===== src/rtl/y86_alu_pkg.sv =====
// Shared defaults and FSM state encoding for the sequential Y86 subtract unit.
package y86_alu_pkg;

  localparam int DEF_WIDTH = 64;
  localparam int DEF_SLICE = 8;

  typedef enum logic [1:0] {
    IDLE = 2'd0,
    RUN  = 2'd1,
    DONE = 2'd2
  } state_e;

endpackage


===== src/rtl/sub_slice8.sv =====
// Combinational SLICE-bit ripple-carry adder made of 1-bit full adders;
// the top time-multiplexes one instance across all operand slices.
module sub_slice8 #(
  parameter int SLICE = y86_alu_pkg::DEF_SLICE
) (
  input  logic [SLICE-1:0] a_slice,
  input  logic [SLICE-1:0] b_slice,
  input  logic             cin,
  output logic [SLICE-1:0] sum,
  output logic             cout
);

  logic [SLICE:0] c_s;

  assign c_s[0] = cin;

  for (genvar i = 0; i < SLICE; i++) begin : g_fa
    assign sum[i]   = a_slice[i] ^ b_slice[i] ^ c_s[i];
    assign c_s[i+1] = (a_slice[i] & b_slice[i]) | (c_s[i] & (a_slice[i] ^ b_slice[i]));
  end

  assign cout = c_s[SLICE];

endmodule


===== src/rtl/sub_64_seq.sv =====
// Multi-cycle signed subtractor: a - b computed as a + ~b + 1, one SLICE per
// clock through a shared slice adder, with Y86-style OF/ZF/SF flags.
module sub_64_seq
  import y86_alu_pkg::*;
#(
  parameter int WIDTH = DEF_WIDTH,
  parameter int SLICE = DEF_SLICE
) (
  input  logic             clk,
  input  logic             rst_n,
  input  logic             start,
  input  logic [WIDTH-1:0] a,
  input  logic [WIDTH-1:0] b,
  output logic             busy,
  output logic             done,
  output logic [WIDTH-1:0] result,
  output logic             overflow,
  output logic             zf,
  output logic             sf
);

  localparam int NSL = WIDTH / SLICE;
  localparam int CW  = (NSL > 1) ? $clog2(NSL) : 1;
  localparam logic [CW-1:0] LAST = CW'(NSL - 1);

  state_e           state_q, state_d;
  logic [CW-1:0]    cnt_q, cnt_d;
  logic             carry_q, carry_d;
  logic [WIDTH-1:0] a_q, a_d;
  logic [WIDTH-1:0] nb_q, nb_d;
  logic [WIDTH-1:0] acc_q, acc_d;
  logic [WIDTH-1:0] result_q, result_d;
  logic             ovf_q, ovf_d;
  logic             zf_q, zf_d;
  logic             sf_q, sf_d;
  logic             busy_q, busy_d;
  logic             done_q, done_d;

  int               idx_s;
  logic [SLICE-1:0] a_sl_s;
  logic [SLICE-1:0] b_sl_s;
  logic [SLICE-1:0] sum_s;
  logic             cout_s;

  assign idx_s  = int'(cnt_q) * SLICE;
  assign a_sl_s = a_q[idx_s +: SLICE];
  assign b_sl_s = nb_q[idx_s +: SLICE];

  sub_slice8 #(.SLICE(SLICE)) u_slice (
    .a_slice (a_sl_s),
    .b_slice (b_sl_s),
    .cin     (carry_q),
    .sum     (sum_s),
    .cout    (cout_s)
  );

  // Next-state, slice accumulation and flag computation.
  always_comb begin
    state_d  = state_q;
    cnt_d    = cnt_q;
    carry_d  = carry_q;
    a_d      = a_q;
    nb_d     = nb_q;
    acc_d    = acc_q;
    result_d = result_q;
    ovf_d    = ovf_q;
    zf_d     = zf_q;
    sf_d     = sf_q;

    case (state_q)
      IDLE, DONE: begin
        if (start) begin
          state_d = RUN;
          a_d     = a;
          nb_d    = ~b;
          carry_d = 1'b1;
          cnt_d   = '0;
          acc_d   = '0;
        end else begin
          state_d = IDLE;
        end
      end
      RUN: begin
        acc_d[idx_s +: SLICE] = sum_s;
        carry_d = cout_s;
        if (cnt_q == LAST) begin
          // Final carry-out is dropped; result is taken modulo 2^WIDTH.
          state_d  = DONE;
          cnt_d    = '0;
          result_d = acc_d;
          // nb_q holds ~b, so equal MSBs here mean a and b differ in sign.
          ovf_d    = (a_q[WIDTH-1] == nb_q[WIDTH-1]) && (acc_d[WIDTH-1] != a_q[WIDTH-1]);
          zf_d     = (acc_d == '0);
          sf_d     = acc_d[WIDTH-1];
        end else begin
          state_d = RUN;
          cnt_d   = cnt_q + CW'(1);
        end
      end
      default: begin
        state_d = IDLE;
      end
    endcase

    busy_d = (state_d == RUN);
    done_d = (state_d == DONE);
  end

  // State and datapath registers with asynchronous clear.
  always_ff @(posedge clk or negedge rst_n) begin
    if (!rst_n) begin
      state_q  <= IDLE;
      cnt_q    <= '0;
      carry_q  <= 1'b0;
      a_q      <= '0;
      nb_q     <= '0;
      acc_q    <= '0;
      result_q <= '0;
      ovf_q    <= 1'b0;
      zf_q     <= 1'b0;
      sf_q     <= 1'b0;
      busy_q   <= 1'b0;
      done_q   <= 1'b0;
    end else begin
      state_q  <= state_d;
      cnt_q    <= cnt_d;
      carry_q  <= carry_d;
      a_q      <= a_d;
      nb_q     <= nb_d;
      acc_q    <= acc_d;
      result_q <= result_d;
      ovf_q    <= ovf_d;
      zf_q     <= zf_d;
      sf_q     <= sf_d;
      busy_q   <= busy_d;
      done_q   <= done_d;
    end
  end

  assign busy     = busy_q;
  assign done     = done_q;
  assign result   = result_q;
  assign overflow = ovf_q;
  assign zf       = zf_q;
  assign sf       = sf_q;

endmodule


===== config.mk =====
export PLATFORM = sky130hd
export DESIGN_NAME = sub_64_seq
export DESIGN_NICKNAME = d
export VERILOG_FILES = /design/src/rtl/y86_alu_pkg.sv /design/src/rtl/sub_slice8.sv /design/src/rtl/sub_64_seq.sv
export SDC_FILE = /design/constraint.sdc
export NUM_CORES = 1
export LEC_CHECK = 0
export BUFFER_PORTS_ARGS = -buffer_cell sky130_fd_sc_hd__buf_4
export CAP_MARGIN = 10
export CORE_MARGIN = 2
export CORE_UTILIZATION = 50
export CTS_CLUSTER_SIZE = 16
export DETAILED_ROUTE_END_ITERATION = 8
export MAX_ROUTING_LAYER = met4
export PLACE_DENSITY = 0.72
export SETUP_SLACK_MARGIN = 0.5
export SYNTH_ARGS = -nofsm -noshare
export SYNTH_HDL_FRONTEND = slang
export SYNTH_HIERARCHICAL = 1
export SYNTH_SLANG_ARGS = --single-unit

===== constraint.sdc =====
create_clock -name clk -period 7.92 [get_ports clk]
set_input_delay 0.792 -clock clk [delete_from_list [all_inputs] [get_ports clk]]
set_output_delay 0.792 -clock clk [all_outputs]
set_load 0.1 [all_outputs]

==> out/results.txt, run 1 <==
status = finished, final reports clean
clk sinks = 266
r2r setup slk = 1.30 ns
pre-CTS setup slack = 1.36 ns
worst hold path class = in2async
Die H = 160 um
cell area after synthesis = 0.0122 mm^2
share of cells above drive strength 1 = 20.8%
clock slew at reported path FFs = 0.06 ns
nature of the critical path startpoint = register
final setup fails = 0
Post-CTS Hold Fix Bufs = 0
Placed Instances = 1754
CTS tree = built
Relative slew margins = 25.2%
n_diodes = 0
fmax = 151 MHz
Worst setup EP type = register
footprint of the multi-input gates = 0.00516 mm^2
Mapped Nets = 1463
FF-to-FF path depth = 22
initial antenna violation count = 0
register area = 0.00666 mm^2
Layout area overhead = 22.1%
number of CTS-inserted buffers = 28
gpl congestion = 0.868
top_reg_cell synth = dfrtp_1
Final WS setup = 1.30 ns
Post-DRT Antenna Nets = 0
Post-synth EDFFs = 0
Area contributors post-synth = dfrtp_1 (54%), nand2_1 (13%), o21ai_0 (7.9%)
Req. time, crit path = 8.39 ns
clock period minus worst slack = 6.62 ns
CTS Root Cell = clkbuf_16
Die Width = 160 um
DRC = 0
area of the core = 0.0242 mm^2
Clock Skews = 0.0119 ns
io pins = 200
Seq cells post-synth = 266
drt total wl = 31200 um
final hold vios = 0
sequential area share after synthesis = 54.4%
YS warnings = 6
vias in the first global route = 9817
first-pass GRT wire length = 51000 um
Port Buffers = 199
nets = 1607
FILL cells = 2002
DR pass1 iterations = 5
Initial DRC Count = 863
H-tree lvl count = 1
type of the worst setup path = reg2reg
Hold Slack = 0.259 ns
WL per Instance = 17.3 um
non-filler cells, final = 1806
Synth async-reset ratio = 100%
gr usage total = 25.3%
largest net degree at the start of global routing = 170
CTS max path bufs = 3
period utilization = 83.6%
Distinct cells, synth = 53
Max Cap Viol = 0
Least-Margin Pin Slew = 1.12 ns
Max Slew Vio Count = 0
RSZ-0062 raised after global routing = no
drt via density = 5.53
CTS resizes = 0
commonest non-fill, non-tap cell in the layout = nand2_1
CP arrival = 7.09 ns
synthesized area per cell = 9.30 um^2
commonest non-fill, non-tap cells in the layout = nand2_1 (436), dfrtp_1 (264), buf_4 (207)
# Post-CTS Setup Buffers = 0
top cell type's share of synthesized area = 54.4%
Fin Setup TNS = 0 ns
HPWL after detailed placement = 21200 um
Clock Latency Late Sink = 0.54 ns
Starting Density = 50.6%
Yosys top cell by area = dfrtp_1
Cell Rows = 57
overall die area = 0.0257 mm^2
Overflow after GRT = 0
Vias = 9979
cells after synthesis = 1316
CP max FO = 27
==> critical path: stages (launching register included) <==
cell and delay (ns):
dfrtp_2 0.86, buf_4 0.40, mux4_2 0.53, nand2_1 0.08, nand2_1 0.10, fa_1 0.39
inv_1 0.07, fa_1 0.16, inv_1 0.05, fa_1 0.38, fa_1 0.39, fa_1 0.40
fa_1 0.41, fa_1 0.37, inv_1 0.07, fa_1 0.15, inv_1 0.20, or3_1 0.43
nor4_1 0.20, mux2i_1 0.11, a211o_1 0.29, nor4_1 0.29, a32o_1 0.20
==> final timing paths <==
path	from	endpoint
max in group asynchronous	rst_n	cnt_q[0]
min in group clk	b[4]	nb_q[4]
worst min register to register	a_q[18]	a_q[18]
worst max register to register	cnt_q[0]	zf
worst min-delay path	rst_n	done
worst max-delay path	cnt_q[0]	zf
==> sequential cells by signal, summed over array words and instances (netlist names) <==
| register | cells |
|---|---|
| result | 64 |
| state_q | 2 |
| overflow | 1 |
| carry_q | 1 |
| zf | 1 |
| a_q | 64 |
| done | 1 |
| nb_q | 64 |
| busy | 1 |
| cnt_q | 3 |
| acc_q | 64 |
==> cells in the mapped netlist, drive strengths merged (2+ instances only) <==
| cell type | count |
|---|---|
| or3 | 7 |
| or4 | 3 |
| mux2i | 2 |
| nor3b | 4 |
| o31ai | 3 |
| o41ai | 3 |
| clkbuf | 79 |
| o311ai | 3 |
| ha | 8 |
| a22oi | 8 |
| mux2 | 2 |
| nand2 | 437 |
| nand3b | 3 |
| nor3 | 4 |
| a31oi | 2 |
| fa | 8 |
| dfrtp | 266 |
| buf | 16 |
| nor2 | 56 |
| nor2b | 4 |
| or2 | 5 |
| nor4 | 7 |
| a32oi | 2 |
| a32o | 10 |
| a21oi | 55 |
| inv | 14 |
| nand2b | 2 |
| and3 | 13 |
| nand3 | 47 |
| mux4 | 32 |
| a22o | 2 |
| o21ai | 196 |
==> stage by stage <==
| stage | utilization, % | cell area, um^2 |
|---|---|---|
| 6_report | 61.8 | 14900 |
| 5_1_grt | 61.8 | 14900 |
| 4_1_cts | 61.8 | 14900 |
| 3_5_place_dp | 57.4 | 13900 |
| 3_3_place_gp | 57.4 | 13900 |
| 2_1_floorplan | - | 12200 |
==> logic make-up (layout without fill, tap and decap cells) <==
family	count (synthesis)	count (layout)	synth area share (%)
and+or+nand+nor	597	597	20.4
adders and majority gates	16	16	2.13
DFF	266	266	54.4
muxes	36	36	6.24
AOI/OAI and AO/OA	291	291	13.2
buffers and inverters	110	276	3.64
==> cell type report <==
type,instances,area share [%]
Clock buffer,42,5.85
Sequential cell,266,44.6
Timing Repair Buffer,209,10.6
Multi-Input combinational cell,940,34.5
Tap cell,324,2.71
Clock inverter,10,1.34
Inverter,15,0.377
==> layer usage <==
| metal | up-vias | share of wire, % | wire (um) | track usage [%] |
|---|---|---|---|---|
| met5 | - | 0 | 0 | - |
| met4 | 0 | 3.7 | 1140 | 8.72 |
| met3 | 88 | 6.2 | 1950 | 3.02 |
| met2 | 376 | 47 | 14700 | 39.2 |
| met1 | 4760 | 43 | 13400 | 35.2 |
| li1 | 4755 | - | - | - |
Power of run 1 is not shown: default switching activity piles up to over one toggle a cycle in this logic, so the estimate is an artifact.
==> run 2: changes to the inputs <==
--- a/config.mk
+++ b/config.mk
@@ -5,6 +5,7 @@
 export SDC_FILE = /design/constraint.sdc
 export NUM_CORES = 1
 export LEC_CHECK = 0
+export ABC_AREA = 1
 export BUFFER_PORTS_ARGS = -buffer_cell sky130_fd_sc_hd__buf_4
 export CAP_MARGIN = 10
 export CORE_MARGIN = 2
@@ -12,7 +13,7 @@
 export CTS_CLUSTER_SIZE = 16
 export DETAILED_ROUTE_END_ITERATION = 8
 export MAX_ROUTING_LAYER = met4
-export PLACE_DENSITY = 0.72
+export PLACE_DENSITY = 0.75
 export SETUP_SLACK_MARGIN = 0.5
 export SYNTH_ARGS = -nofsm -noshare
 export SYNTH_HDL_FRONTEND = slang
==> constraint.sdc (replaced) <==
create_clock -name clk -period 5.3 [get_ports clk]
set_input_delay 0.53 -clock clk [delete_from_list [all_inputs] [get_ports clk]]
set_output_delay 0.53 -clock clk [all_outputs]
set_load 0.1 [all_outputs]
==> run 2 against run 1 <==
- clock skew grew 0.0029 ns
- die area grew 0.52%
- wire length grew 11%
- cell area grew 1.3%
- worst setup slack lost 0.98 ns
- flip-flop and latch count is the same
- synthesized area grew 0.53%
- largest cell class unchanged
==> out/results.txt, run 2 <==
Vias = 10400
final hold vios = 0
n_diodes = 0
CP max FO = 11
synthesized area per cell = 8.73 um^2
CP arrival = 5.43 ns
Clock Latency Late Sink = 0.57 ns
Max Cap Viol = 0
Layout area overhead = 23.0%
Synth Area in Compound Gates = 14.0%
multiplexer share of the synthesized area = 5.86%
Final WS setup = 0.320 ns
share of cells above drive strength 1 = 23.6%
Seq cells post-synth = 266
final setup fails = 0
nature of the critical path startpoint = register
gr usage total = 27.7%
Req. time, crit path = 5.75 ns
Die H = 161 um
Relative slew margins = 29.7%
cells after synthesis = 1408
CTS tree = built
HPWL after detailed placement = 24400 um
Clock Skews = 0.0148 ns
type of the worst setup path = reg2reg
DR pass1 iterations = 7
Starting Density = 50.7%
pre-CTS setup slack = 0.206 ns
number of CTS-inserted buffers = 29
commonest non-fill, non-tap cell in the layout = nand2_1
nets = 1734
clock slew at reported path FFs = 0.07 ns
Max Slew Vio Count = 0
Die Width = 161 um
top_reg_cell synth = dfrtp_1
clock period minus worst slack = 4.98 ns
FILL cells = 2098
Initial DRC Count = 869
WL per Instance = 17.9 um
Overflow after GRT = 0
Post-synth EDFFs = 0
Mapped Nets = 1555
Yosys top cell by area = dfrtp_1
drt total wl = 34500 um
Commonest cells post-synth = nand2_1 (357), dfrtp_1 (266), o21ai_0 (232)
clk sinks = 266
CTS max path bufs = 3
period utilization = 94.0%
worst hold path class = in2async
Fin Setup TNS = 0 ns
non-filler cells, final = 1931
Least-Margin Pin Slew = 1.06 ns
fmax = 201 MHz
Post-DRT Antenna Nets = 0
H-tree lvl count = 1
status = finished, final reports clean
overall die area = 0.0259 mm^2
cell area after synthesis = 0.0123 mm^2
vias in the first global route = 10300
gpl congestion = 0.929
io pins = 200
Synth async-reset ratio = 100%
Synth Area in Simple Gates = 18.5%
drt via density = 5.37
Distinct cells, synth = 33
Port Buffers = 199
largest net degree at the start of global routing = 117
Hold Slack = 0.00592 ns
sequential area share after synthesis = 54.1%
most common cell in the synthesized netlist = nand2_1
XOR/XNOR share of the synthesized area = 0%
Placed Instances = 1873
RSZ-0062 raised after global routing = yes
main combinational cell family by area after synthesis = simple AND/OR/NAND/NOR gates
Worst setup EP type = register
area of the core = 0.0242 mm^2
Cell Rows = 57
Area contributors post-synth = dfrtp_1 (54%), nand2_1 (11%), o21ai_0 (9.4%)
first-pass GRT wire length = 54800 um
DRC = 0
YS warnings = 6
initial antenna violation count = 0
top cell type's share of synthesized area = 54.1%
CTS Root Cell = clkbuf_16
commonest non-fill, non-tap cells in the layout = nand2_1 (355), dfrtp_1 (264), buf_4 (229)
Adder-Cell Fraction of Synth Area = 2.12%
run 2: cells by family after synthesis:
kind of cell / after synthesis
fa+ha+maj: 16
compound gates: 321
buf+inv: 166
flops: 266
mux: 64
simple gates: 575
run 2: worst paths after layout:
check | from | endpoint | slack [ns] | cells after the start
max | cnt_q[0] | zf | 0.32 | 27
min | rst_n | result[52] | 0.006 | 1
max reg2reg | cnt_q[0] | zf | 0.32 | 27
min reg2reg | nb_q[12] | nb_q[12] | 0.48 | 2
max in group asynchronous | rst_n | cnt_q[1] | 3.98 | 2
min in group clk | b[25] | nb_q[25] | 0.15 | 2
run 2: timing repair:
| action | CTS | global route |
|---|---|---|
| gates resized for setup | 8 | 19 |
| hold buffers | 0 | 0 |
| endpoints found under the setup margin | 16 | 18 |
| pin swaps | 2 | 4 |
| setup buffers | 2 | 5 |
run 2: layout make-up:
class                      count  area (um^2)  area share (%)
clock inverter                11          104           0.686
timing repair buffer         233         1780            11.7
inverter                      81          312            2.06
clock buffer                  40          827            5.47
multi-input combinational    976         5040            33.3
sequential                   266         6660            44.0
tap                          324          405            2.68
run 2: stage by stage:
stage | utilization [%] | cell area (um^2)
after floorplan | - | 12300
after global placement | 58.1 | 14100
after detailed placement | 58.1 | 14100
after CTS | 62.1 | 15000
after global routing | 62.4 | 15100
final | 62.4 | 15100
run 2: critical path, stage by stage, from the launching register on:
cell     delay, ns
dfrtp_2       0.44
buf_12        0.15
o21ai_2       0.14
o22ai_1       0.09
nor2_1        0.16
a31oi_2       0.07
fa_2          0.36
inv_1         0.07
fa_1          0.15
inv_1         0.05
fa_2          0.34
fa_2          0.36
fa_2          0.35
fa_2          0.36
fa_2          0.33
inv_1         0.07
fa_1          0.41
inv_2         0.10
nand4_1       0.14
buf_4         0.20
o21ai_2       0.13
nor2_1        0.06
nand2_1       0.06
nor2_1        0.04
nand2_1       0.06
nor2_1        0.04
nand2_1       0.06
nand2_1       0.05
run 2: routing by layer:
metal / track usage (%) / part of all wire [%] / up-vias
met2: 45.3 / 49 / 379
li1: - / - / 4980
met5: - / 0 / -
met3: 3.64 / 5.9 / 80
met1: 35.4 / 41 / 4925
met4: 10.8 / 4.2 / 0
Power of run 2 is left out for the same reason.
==> run 3: changes to the inputs <==
--- a/config.mk
+++ b/config.mk
@@ -7,13 +7,13 @@
 export LEC_CHECK = 0
 export ABC_AREA = 1
 export BUFFER_PORTS_ARGS = -buffer_cell sky130_fd_sc_hd__buf_4
-export CAP_MARGIN = 10
+export CAP_MARGIN = 20
 export CORE_MARGIN = 2
 export CORE_UTILIZATION = 50
 export CTS_CLUSTER_SIZE = 16
 export DETAILED_ROUTE_END_ITERATION = 8
 export MAX_ROUTING_LAYER = met4
-export PLACE_DENSITY = 0.75
+export PLACE_DENSITY = 0.82
 export SETUP_SLACK_MARGIN = 0.5
 export SYNTH_ARGS = -nofsm -noshare
 export SYNTH_HDL_FRONTEND = slang
==> run 3 against run 2 <==
- clock-buffer cell count decreased by 7
- largest cell class unchanged
- cell area about the same
- non-clock buffer count decreased by 7
==> out/results.txt, run 3 (synthesis gave the netlist of run 2 again) <==
type of the worst setup path = reg2reg
Layout area overhead = 22.9%
clock period minus worst slack = 4.97 ns
period utilization = 93.8%
RSZ-0062 raised after global routing = yes
nets = 1726
Overflow after GRT = 0
launch point of the worst reg-to-reg path = cnt_q[0]
Clock Latency Late Sink = 0.56 ns
status = finished, final reports clean
io pins = 200
commonest non-fill, non-tap cell in the layout = nand2_1
WL per Instance = 17.7 um
commonest non-fill, non-tap cells in the layout = nand2_1 (354), dfrtp_1 (265), buf_4 (218)
global-route met2 utilization = 44.5%
Worst setup EP type = register
clk sinks = 266
Cell Rows = 57
Port Buffers = 199
Starting Density = 50.7%
CP most frequent cell = fa_2
Reg2Reg Capture Point = zf
gr usage total = 27.4%
Least-Margin Pin Slew = 0.907 ns
max incr delay on CP = 0.44 ns
CP max FO = 6
Vias = 10500
HPWL after detailed placement = 23900 um
Worst Setup SP = cnt_q[0]
nature of the critical path startpoint = register
Post-DRT Antenna Nets = 0
DRC = 0
CTS Root Cell = clkbuf_16
drt via density = 5.46
fmax = 201 MHz
vias in the first global route = 10500
overall die area = 0.0259 mm^2
n_diodes = 0
DR pass1 iterations = 6
area of the core = 0.0242 mm^2
H-tree lvl count = 1
number of CTS-inserted buffers = 28
Post-CTS Hold Fix Bufs = 0
busiest layer in global routing = met2
CTS max path bufs = 3
CP arrival = 5.40 ns
clock slew at reported path FFs = 0.06 ns
GR met3 Demand/Resource = 3.07%
CP max-delay cell = dfrtp_2
worst hold path class = in2async
initial antenna violation count = 0
final setup fails = 0
first-pass GRT wire length = 54800 um
final hold vios = 0
Clock Skews = 0.0222 ns
Max Cap Viol = 0
FF-to-FF path depth = 28
Die H = 161 um
Initial DRC Count = 1067
gpl congestion = 0.940
Req. time, crit path = 5.73 ns
Relative slew margins = 39.5%
GR Util met1 = 36.2%
Fin Setup TNS = 0 ns
largest net degree at the start of global routing = 149
share of cells above drive strength 1 = 24.0%
CTS tree = built
Die Width = 161 um
r2r setup slk = 0.33 ns
drt total wl = 34100 um
Max Slew Vio Count = 0
## run 3: what timing repair did
item	CTS	global route
resized for setup	21	19
setup buffers	4	1
gates cloned	1	0
pin swaps	3	6
endpoints found under the setup margin	17	17
## run 3: final cells by class
type	count	area (um^2)
tap	324	405
sequential	266	6660
fill	2047	9130
multi-input combinational	976	5050
inverter	81	310
timing repair buffer	226	1750
clock buffer	33	749
clock inverter	19	191
## run 3: stage by stage
stage | cell area [um^2] | util, % | cells | worst slack (ns) | hold slack (ns)
after floorplan | 12300 | - | 1408 | 0.400 | 0.234
after global placement | 14000 | 57.9 | 1866 | 0.288 | 0.460
after detailed placement | 14000 | 57.9 | 1866 | 0.185 | 0.468
after CTS | 15000 | 62.1 | 1923 | 0.392 | 0.103
after global routing | 15100 | 62.3 | 1925 | 0.130 | 0.143
final | 15100 | 62.3 | 1925 | 0.331 | 0.0382
## run 3: worst max path at each step
stage	endpoint	slack (ns)	depth (start not counted)
final	zf	0.33	28
after global routing	zf	0.13	28
after CTS	zf	0.39	28
after detailed placement	zf	0.19	28
after global placement	zf	0.29	28
after floorplan	zf	0.40	30
## run 3: per-layer routing
metal	up-vias	routed length, um
met5	-	0
met3	98	2070
met1	5029	14200
met4	0	1340
li1	4974	-
met2	410	16600
## run 3: worst max-delay path: cells and delay by family (launching register included)
family,cells,cell delay (ns)
AO/OA/AOI/OAI,3,0.29
flip-flops,1,0.44
buffers and inverters,5,0.42
adder cells (fa/ha/maj),8,2.74
AND/OR/NAND/NOR,12,0.93
Power of run 3 is left out for the same reason.
